==> src/rtl/pipe_skid_nop.sv <==
// pipe_skid_nop: two-entry registered skid buffer that shows a NOP bubble when empty
module pipe_skid_nop #(
  parameter int BitWidth = 32,
  parameter logic [BitWidth-1:0] NOP = BitWidth'(32'h0000_0013)
) (
  input  logic                clk,
  input  logic                rst,
  output logic [BitWidth-1:0] out_data,
  output logic                out_valid,
  input  logic                out_ready,
  input  logic [BitWidth-1:0] in_data,
  input  logic                in_valid,
  output logic                in_ready,
  input  logic                flush,
  output logic [1:0]          count
);
  typedef enum logic [1:0] {EMPTY, ONE, FULL} state_t;
  state_t state, state_n;
  logic [BitWidth-1:0] skid, main_n, skid_n;
  logic in_fire, out_fire;
  assign in_fire = in_valid & in_ready;
  assign out_fire = out_valid & out_ready;
  always_comb begin
    state_n = state;
    main_n = out_data;
    skid_n = skid;
    case (state)
      EMPTY: begin
        state_n = in_fire ? ONE : EMPTY;
        main_n = in_fire ? in_data : NOP;
      end
      ONE: begin
        if (in_fire && !out_fire) begin
          state_n = FULL;
          skid_n = in_data;
        end else if (out_fire && !in_fire) begin
          state_n = EMPTY;
          main_n = NOP;
        end else if (in_fire) begin
          main_n = in_data;
        end
      end
      FULL: begin
        if (out_fire) begin
          state_n = ONE;
          main_n = skid;
          skid_n = NOP;
        end
      end
      default: begin
        state_n = EMPTY;
        main_n = NOP;
        skid_n = NOP;
      end
    endcase
    if (flush) begin
      state_n = EMPTY;
      main_n = NOP;
      skid_n = NOP;
    end
  end
  // handshake outputs are registered from the next state so nothing is combinational to the ports
  always_ff @(posedge clk) begin
    if (!rst) begin
      state <= EMPTY;
      out_data <= NOP;
      skid <= NOP;
      out_valid <= 1'b0;
      in_ready <= 1'b1;
      count <= 2'd0;
    end else begin
      state <= state_n;
      out_data <= main_n;
      skid <= skid_n;
      out_valid <= state_n != EMPTY;
      in_ready <= state_n != FULL;
      count <= state_n == FULL ? 2'd2 : state_n == ONE ? 2'd1 : 2'd0;
    end
  end
endmodule

==> config.mk <==
export PLATFORM = sky130hd
export DESIGN_NAME = pipe_skid_nop
export DESIGN_NICKNAME = d
export VERILOG_FILES = /design/src/rtl/pipe_skid_nop.sv
export SDC_FILE = /design/constraint.sdc
export NUM_CORES = 1
export LEC_CHECK = 0
export ABC_AREA = 1
export CAP_MARGIN = 5
export CORE_MARGIN = 3
export CORE_UTILIZATION = 51
export DETAILED_ROUTE_END_ITERATION = 16
export PLACE_DENSITY = 0.8
export SLEW_MARGIN = 15
export SYNTH_ARGS = -nofsm -noshare
export SYNTH_HDL_FRONTEND = slang
export SYNTH_SLANG_ARGS = --single-unit
==> constraint.sdc <==
create_clock -name clk -period 1.3 [get_ports clk]
set_input_delay 0.325 -clock clk [delete_from_list [all_inputs] [get_ports clk]]
set_output_delay 0.325 -clock clk [all_outputs]
set_load 0.02 [all_outputs]
## Word-level counts from Yosys, hierarchy flattened

Cells that the tools add are included.
W data, S select, Z words.

| word-level totals | value |
|---|---|
| register bits after elaboration | 70 |
| output and inout bits | 36 |

| operators by class | value |
|---|---|
| equality and inequality tests | 9 |
| muxes and demuxes | 17 |
| bitwise gates (word level) | 4 |
| reduce and logical (&&, ||, !) cells | 10 |

Operators by type and width:

| cell | number |
|---|---|
| $mux W32 | 7 |
| $pmux W32 S3 | 2 |
| $mux W2 | 5 |
| $ne A2 B2 Y1 const B | 4 |
| $pmux W2 S3 | 1 |
| $reduce_and A3 Y1 | 2 |
| $eq A2 B1 Y1 const B | 2 |
| $eq A2 B2 Y1 const B | 2 |
| $reduce_or A2 Y1 | 2 |
| $ne A3 B3 Y1 const B | 1 |
| $and A1 B1 Y1 | 2 |
| $logic_and A1 B1 Y1 | 2 |
| $logic_not A1 Y1 | 2 |
| $logic_not A2 Y1 | 1 |
| $mux W1 | 2 |
| $not A1 Y1 | 2 |
| $reduce_bool A2 Y1 | 1 |

## Longest topological paths before layout

Gate-level depths: netlist of the first run.

| logic depth | value |
|---|---|
| depth after elaboration | 10 |
| gate-level depth with buffers | 9 |
| depth with buffers taken out | 8 |

## Worst setup path before layout of the first run

No wires, ideal clock.

| path | value |
|---|---|
| kind | reg2reg |
| from | register in_ready |
| to | register skid[16] |
| setup time | 0.070 ns |
| arrival | 1.255 ns |
| setup slack | -0.025 ns |
| cell stages (with the launch flop) | 10 |
| path buffers | 1 |
| cell sequence | dfxtp_1 -> nand2_1 -> inv_2 -> nand2_1 -> nand2_1 -> nand2_2 -> inv_2 -> buf_2 -> nand2_1 -> a21oi_1 |

| on the way | value |
|---|---|
| longest elaborated chain between the ends | 4 |

Ends and longest elaborated chain:

| what | line | RTL |
|---|---|---|
| from (decl) | 13 | `output logic in_ready,` |
| from (signal assigned) | 69 | `in_ready <= 1'b1;` |
| from (signal assigned) | 76 | `in_ready <= state_n != FULL;` |
| $and A1 B1 Y1 | 21 | `assign in_fire = in_valid & in_ready;` |
| $logic_and A1 B1 Y1 | 33 | `if (in_fire && !out_fire) begin` |
| $ne A2 B2 Y1 (no source line) | - |  |
| $reduce_and A3 Y1 (no source line) | - |  |
| to (signal assigned) | 74 | `skid <= skid_n;` |
| to (decl) | 19 | `logic [BitWidth-1:0] skid, main_n, skid_n;` |

No other way between the ends.
A chain may end at the register's enable or synchronous reset.

## Final worst setup path of the first run

| path | value |
|---|---|
| from | register in_ready |
| to | register out_data[26] |

| on the way | value |
|---|---|
| longest elaborated chain between the ends | 6 |
| elaborated cells between the ends (all ways) | 11 |
| those cells by class | eq/ne (2); mux (4); bitwise (1); reduce/logical (4) |

Ends and longest elaborated chain:

| what | line | RTL |
|---|---|---|
| $and A1 B1 Y1 * | 21 |  |
| $logic_not A1 Y1 | 36 | `end else if (out_fire && !in_fire) begin` |
| $logic_and A1 B1 Y1 | 36 |  |
| $mux W32 | 36 |  |
| $mux W32 | 33 |  |
| $pmux W32 S3 | 27 | `case (state)` |
| to (signal assigned) | 73 | `out_data <= main_n;` |
| to (decl) | 8 | `output logic [BitWidth-1:0] out_data,` |

Every way passes the cells marked *; elsewhere a longest branch is shown, timed or not. The select of a mux whose other input is x is not followed.

==> key figures, run 1 <==
Routing
  – Via density per instance: 5.71
  – Via count: 3981
  – Pre-Repair DR Iteration Count: 5
  – Routed wire length: 11.4 mm
  – WL/cell: 16.3 um
  – Wire length on met1: 4.29 mm
  – DR WL met3: 1.15 mm
  – Top sig layer: met4
  – Met2 wire length: 5.40 mm
  – Post-route DRC: 0
  – Antenna-violating nets left: 0
  – Detailed Route Iter0 Violations: 407

Synthesis
  – Synth Register Bits: 70
  – Leading area contributor after synthesis: dfxtp_1
  – Post-synth cell types: 16
  – Syn Inst Count: 526
  – Mean post-synth cell area: 6.33 um2
  – Post-synthesis instance area: 0.00333 mm2
  – Yosys warns: 0
  – Post-synthesis sequential area ratio: 42.1%
  – Synth top area share: 42.1%
  – Synth top area cells: dfxtp_1 42%, nand2_1 17%, nand3_1 9.3%
  – Post-synth net total: 563

Clocking
  – Worst skew pair latency: 0.36 ns
  – CTS root buf: clkbuf_8
  – Clk slew on worst S/H paths: 0.08 ns
  – TritonCTS Sinks: 70
  – CTS tree: yes
  – CTS buffer count: 9
  – H-tree levels: 3
  – Post-CTS Hold Buffers: 0
  – Clock Tree Buf Depth: 2

Floorplanning
  – Die width: 86.8 um
  – Die height: 86.8 um
  – Die Area: 0.00753 mm2
  – Initial Utilization: 54.3%
  – Row count: 28
  – # IOs: 73
  – Core area: 0.00613 mm2

Timing
  – Tmin final: 1.36 ns
  – Setup TNS Final: -0.271 ns
  – Final WS setup: -0.0562 ns
  – Slew Limit Fails: 0
  – Ratio of final minimum period to clock period: 104%
  – Setup Skew: 0.00997 ns
  – Final Hold Viols: 0
  – Slew at the pin closest to its max-slew limit: 0.233 ns
  – Slew HR: 84.4%
  – Minimum hold slack: 0.461 ns
  – Final Setup Violations: 16
  – Unrepaired setup endpoints after global routing: yes
  – Highest clock rate: 737 MHz

Outcome
  – Violated checks: negative setup slack
  – Outcome: finished, violations left

Setup path
  – CP max FO: 16
  – CP endpoint kind: register
  – Worst R2R Setup Slack: -0.06 ns
  – Setup crit start kind: register
  – WS Path Type: register to register
  – Required time worst endpoint: 1.59 ns
  – Crit path DAT: 1.64 ns

Placement
  – Port bufs: 72
  – Final HPWL DP: 6.11 mm
  – GP Congestion: 0.879
  – Pre-CTS WS: -0.476 ns

Layout
  – Layout cell share with drive strength beyond 1: 25.2%
  – Area Overhead vs Synth: 48.0%
  – # nets final: 654
  – Antenna diode count: 0
  – Final Core Density: 80.3%

Min path
  – Worst Hold Class: register to register

GRT
  – Initial antenna violation count: 0
  – Largest net degree at the start of global routing: 29
  – Total track usage: 26.9%
  – Gr ovfl total: 0
  – Vias in the first global route: 3660
  – First-pass GRT wire length: 16.2 mm

Flow run
  – Max-Cap Viols: 0

Power and ir drop
  – Cell Pwr Density: 1000 mW/mm2
  – VDD IR-drop max: 1.03 mV
  – Leak pwr: 2.16 nW
## sequential cells by signal, indices dropped and copies added (netlist names)
name       flops
skid          32
in_ready       1
state          2
out_data      32
count          2
out_valid      1
## cell usage after synthesis, drive strengths merged
library cell	count
o21ai	37
nand3	62
and2	3
inv	47
clkinv	1
o22ai	1
nor2	81
nand2	154
clkbuf	12
dfxtp	70
buf	21
a21oi	37
## layout by cell type, fill, tap and decap left out, types with 2 or more instances in the layout
cell type          n
o21ai_1           19
o21ai_2            3
buf_2             15
clkbuf_16          4
buf_8              5
clkbuf_8          12
clkdlybuf4s50_1   34
o21ai_0           15
nor2_4             2
inv_4              4
nand2_2           18
nor2_2            16
nand2_1          128
inv_1             40
and2_0             3
dfxtp_4            2
buf_6              6
nand3_1           61
nor2_1            63
dfxtp_1           67
clkinv_2           2
buf_12             8
nand2_4            8
buf_4             17
a21oi_1           31
clkdlybuf4s15_2   21
a21oi_2            5
inv_2              2
## logic make-up (layout without fill, tap and decap cells)
logic type             Yosys count  after routing  synth area share [%]
buffers and inverters           81            177                  9.92
AND/OR/NAND/NOR                300            300                  36.5
AO/OA/AOI/OAI                   75             75                  11.4
flip-flops                      70             70                  42.1
## worst paths after layout
| kind | from | end | cells past startpoint |
|---|---|---|---|
| max | in_ready | out_data[26] | 7 |
| min | out_data[18] | out_data[18] | 2 |
| max reg2reg | in_ready | out_data[26] | 7 |
| min reg2reg | out_data[18] | out_data[18] | 2 |
## layout make-up
| cell class | count | area [um2] |
|---|---|---|
| Clock buffer | 13 | 169 |
| Clock inverter | 3 | 17.5 |
| Fill cell | 425 | 1200 |
| Inverter | 48 | 210 |
| Multi-Input combinational cell | 375 | 1790 |
| Sequential cell | 70 | 1410 |
| Tap cell | 75 | 93.8 |
| Timing Repair Buffer | 113 | 1230 |
## repair_timing
action	in CTS	in global routing
buffers inserted	3	1
resized for setup	141	116
cloned	2	4
pin swaps	5	11
setup endpoints to repair	105	78
## routing by layer
layer  vias up  global-route usage (%)
met2       243                    43.5
met1      1831                    33.1
met5         -                       0
met4         0                    15.0
li1       1842                       -
met3        65                    5.51
## worst max-delay path: stages, from the launching register on
cell	delay, ns
dfxtp_2	0.36
nand2_4	0.09
inv_4	0.09
buf_4	0.23
nand3_1	0.14
nand3_1	0.14
nand2_1	0.08
a21oi_1	0.15
## stage by stage
| stage | instances | cell area (um2) | power [W] |
|---|---|---|---|
| floorplan | 526 | 3330 | 0.00271 |
| global placement | 672 | 4280 | 0.00306 |
| detailed placement | 672 | 4280 | 0.00308 |
| CTS | 693 | 4620 | 0.00475 |
| global route | 697 | 4930 | 0.00510 |
| finish | 697 | 4930 | 0.00494 |
## power breakdown
group | leakage (nW) | switching, W | total, W | internal [W]
registers | 0.569 | 0.0000392 | 0.00224 | 0.00220
logic | 1.50 | 0.000551 | 0.000997 | 0.000446
clock network | 0.0954 | 0.000856 | 0.00170 | 0.000844
total | 2.16 | 0.00145 | 0.00494 | 0.00349
No activity file was read; power rests on OpenSTA's default activity.
==> run 2: changes to the inputs <==
--- a/config.mk
+++ b/config.mk
@@ -7,7 +7,7 @@
 export LEC_CHECK = 0
 export ABC_AREA = 1
 export CAP_MARGIN = 5
-export CORE_MARGIN = 3
+export CORE_MARGIN = 2
 export CORE_UTILIZATION = 51
 export DETAILED_ROUTE_END_ITERATION = 16
 export PLACE_DENSITY = 0.8
==> key figures, run 2 (synthesis gave the netlist of run 1 again) <==
Outcome
  – Outcome: finished, violations left
  – Violated checks: negative setup slack

Floorplanning
  – Core area: 0.00631 mm2
  – Row count: 29
  – # IOs: 73
  – Die Area: 0.00719 mm2
  – Initial Utilization: 52.7%
  – Die width: 84.8 um
  – Die height: 84.8 um

Placement
  – Dpl cells: 670
  – Final HPWL DP: 5.84 mm
  – Port bufs: 72
  – GP Congestion: 0.778
  – Placed Area: 0.00424 mm2

Timing
  – Unrepaired setup endpoints after global routing: yes
  – Tmin final: 1.46 ns
  – Final Hold Viols: 0
  – Slew Limit Fails: 0
  – Ratio of final minimum period to clock period: 112%
  – Slew HR: 84.8%
  – Final WS setup: -0.155 ns
  – Setup TNS Final: -3.16 ns
  – Final Setup Violations: 61
  – Highest clock rate: 687 MHz
  – Setup Skew: 0.0106 ns
  – Slew at the pin closest to its max-slew limit: 0.225 ns

GRT
  – Vias in the first global route: 3625
  – Initial antenna violation count: 0
  – Gr ovfl total: 0
  – Largest net degree at the start of global routing: 34
  – Total track usage: 29.4%
  – First-pass GRT wire length: 16.9 mm

Power and ir drop
  – VDD IR-drop max: 0.672 mV
  – Cell Pwr Density: 948 mW/mm2
  – Leak pwr: 2.33 nW
  – Power Total: 0.00484 W

Layout
  – Flip-flop and latch area: 0.00141 mm2
  – Commonest non-fill, non-tap cell in the layout: nand2_1
  – Layout fillers: 392
  – Area Overhead vs Synth: 53.5%
  – Area occupied by multi-input gates: 0.00193 mm2
  – Most frequent cells in the layout: 135 x nand2_1, 73 x nor2_1, 66 x dfxtp_1
  – Antenna diode count: 0
  – # nets final: 664
  – Final Non-Filler Cells: 706
  – Layout cell share with drive strength beyond 1: 28.5%
  – Final Core Density: 80.9%
  – Top Registers: out_data x32, skid x32
  – Design area: 0.00511 mm2

Clocking
  – Clk slew on worst S/H paths: 0.08 ns
  – Clock Tree Buf Depth: 2
  – CTS root buf: clkbuf_8
  – H-tree levels: 3
  – CTS tree: yes
  – Worst skew pair latency: 0.35 ns
  – TritonCTS Sinks: 70
  – CTS buffer count: 9

Setup path
  – R2r startpoint: state[0]
  – Crit. Startpoint: state[0]
  – Setup crit start kind: register
  – WS Path Type: register to register
  – Crit path DAT: 1.73 ns
  – CP endpoint kind: register
  – Worst R2R Setup Slack: -0.16 ns
  – CP max FO: 7
  – Required time worst endpoint: 1.58 ns

Min path
  – Worst Hold Class: register to register
  – Hold Startpoint: out_data[29]

Routing
  – Post-route DRC: 0
  – Detailed Route Iter0 Violations: 591
  – Pre-Repair DR Iteration Count: 6
  – Routed wire length: 13.4 mm
  – Via count: 4229
  – Antenna-violating nets left: 0
  – WL/cell: 18.9 um
  – Via density per instance: 5.99

Flow run
  – Max-Cap Viols: 0
-- run 2: cell count changes in the layout (fill, tap and decap cells not counted), moves of 3 or more --
cell	change
a21oi_1	-9
a21oi_2	+9
buf_2	+6
buf_6	+5
clkbuf_16	+3
clkbuf_8	-3
clkdlybuf4s15_2	-9
inv_2	+3
nand2_1	+7
nand2_2	-7
nand3_1	-20
nand3_2	+19
nor2_1	+10
nor2_2	-10
-- run 2: per-layer routing --
metal  vias up  track usage (%)  share of wire [%]
li1       1860                -                  -
met5         -                0                  0
met4         0             16.7                7.1
met1      1875             36.9                 35
met3       109             5.31                 12
met2       385             47.5                 46
-- run 2: power by group --
group / switching, W / internal, W / total, W
clock: 0.000833 / 0.000660 / 0.00149
combinational: 0.000623 / 0.000482 / 0.00111
sequential: 0.0000411 / 0.00220 / 0.00225
-- run 2: critical path: stages, from the launching register on --
cell and delay [ns]:
dfxtp_4 0.38, inv_2 0.09, nand2_4 0.07, a21oi_4 0.21, buf_6 0.14, buf_6 0.10, buf_8 0.12, nand2_2 0.05
nand2_2 0.07, inv_2 0.04, nand2_1 0.10
-- run 2: what timing repair did --
item / CTS / global route
pin swaps: 12 / 53
buffers inserted: 7 / 4
setup endpoints to repair: 103 / 88
resized for setup: 158 / 129
cloned: 5 / 10
hold buffers: 0 / 0
-- run 2: area by class of cell --
class	count	area share, %
clock buffers	11	2.57
clock inverters	2	0.245
inverters	48	3.92
multi-input cells	375	37.7
flip-flops and latches	70	27.6
well taps	77	1.89
repair buffers	122	25.8
repair inverters	1	0.171
-- run 2: worst paths after layout --
kind / end / depth (start not counted)
worst max register to register: out_data[0] / 10
worst min register to register: out_data[29] / 2
worst min-delay path: out_data[29] / 2
worst max-delay path: out_data[0] / 10
-- run 2: through the flow --
stage                     setup WS (ns)  hold slack [ns]
final                            -0.155            0.457
after CTS                       -0.0407            0.466
after global routing             -0.243            0.476
after floorplan                 0.00373            0.428
after detailed placement         -0.575            0.454
after global placement           -0.515            0.438
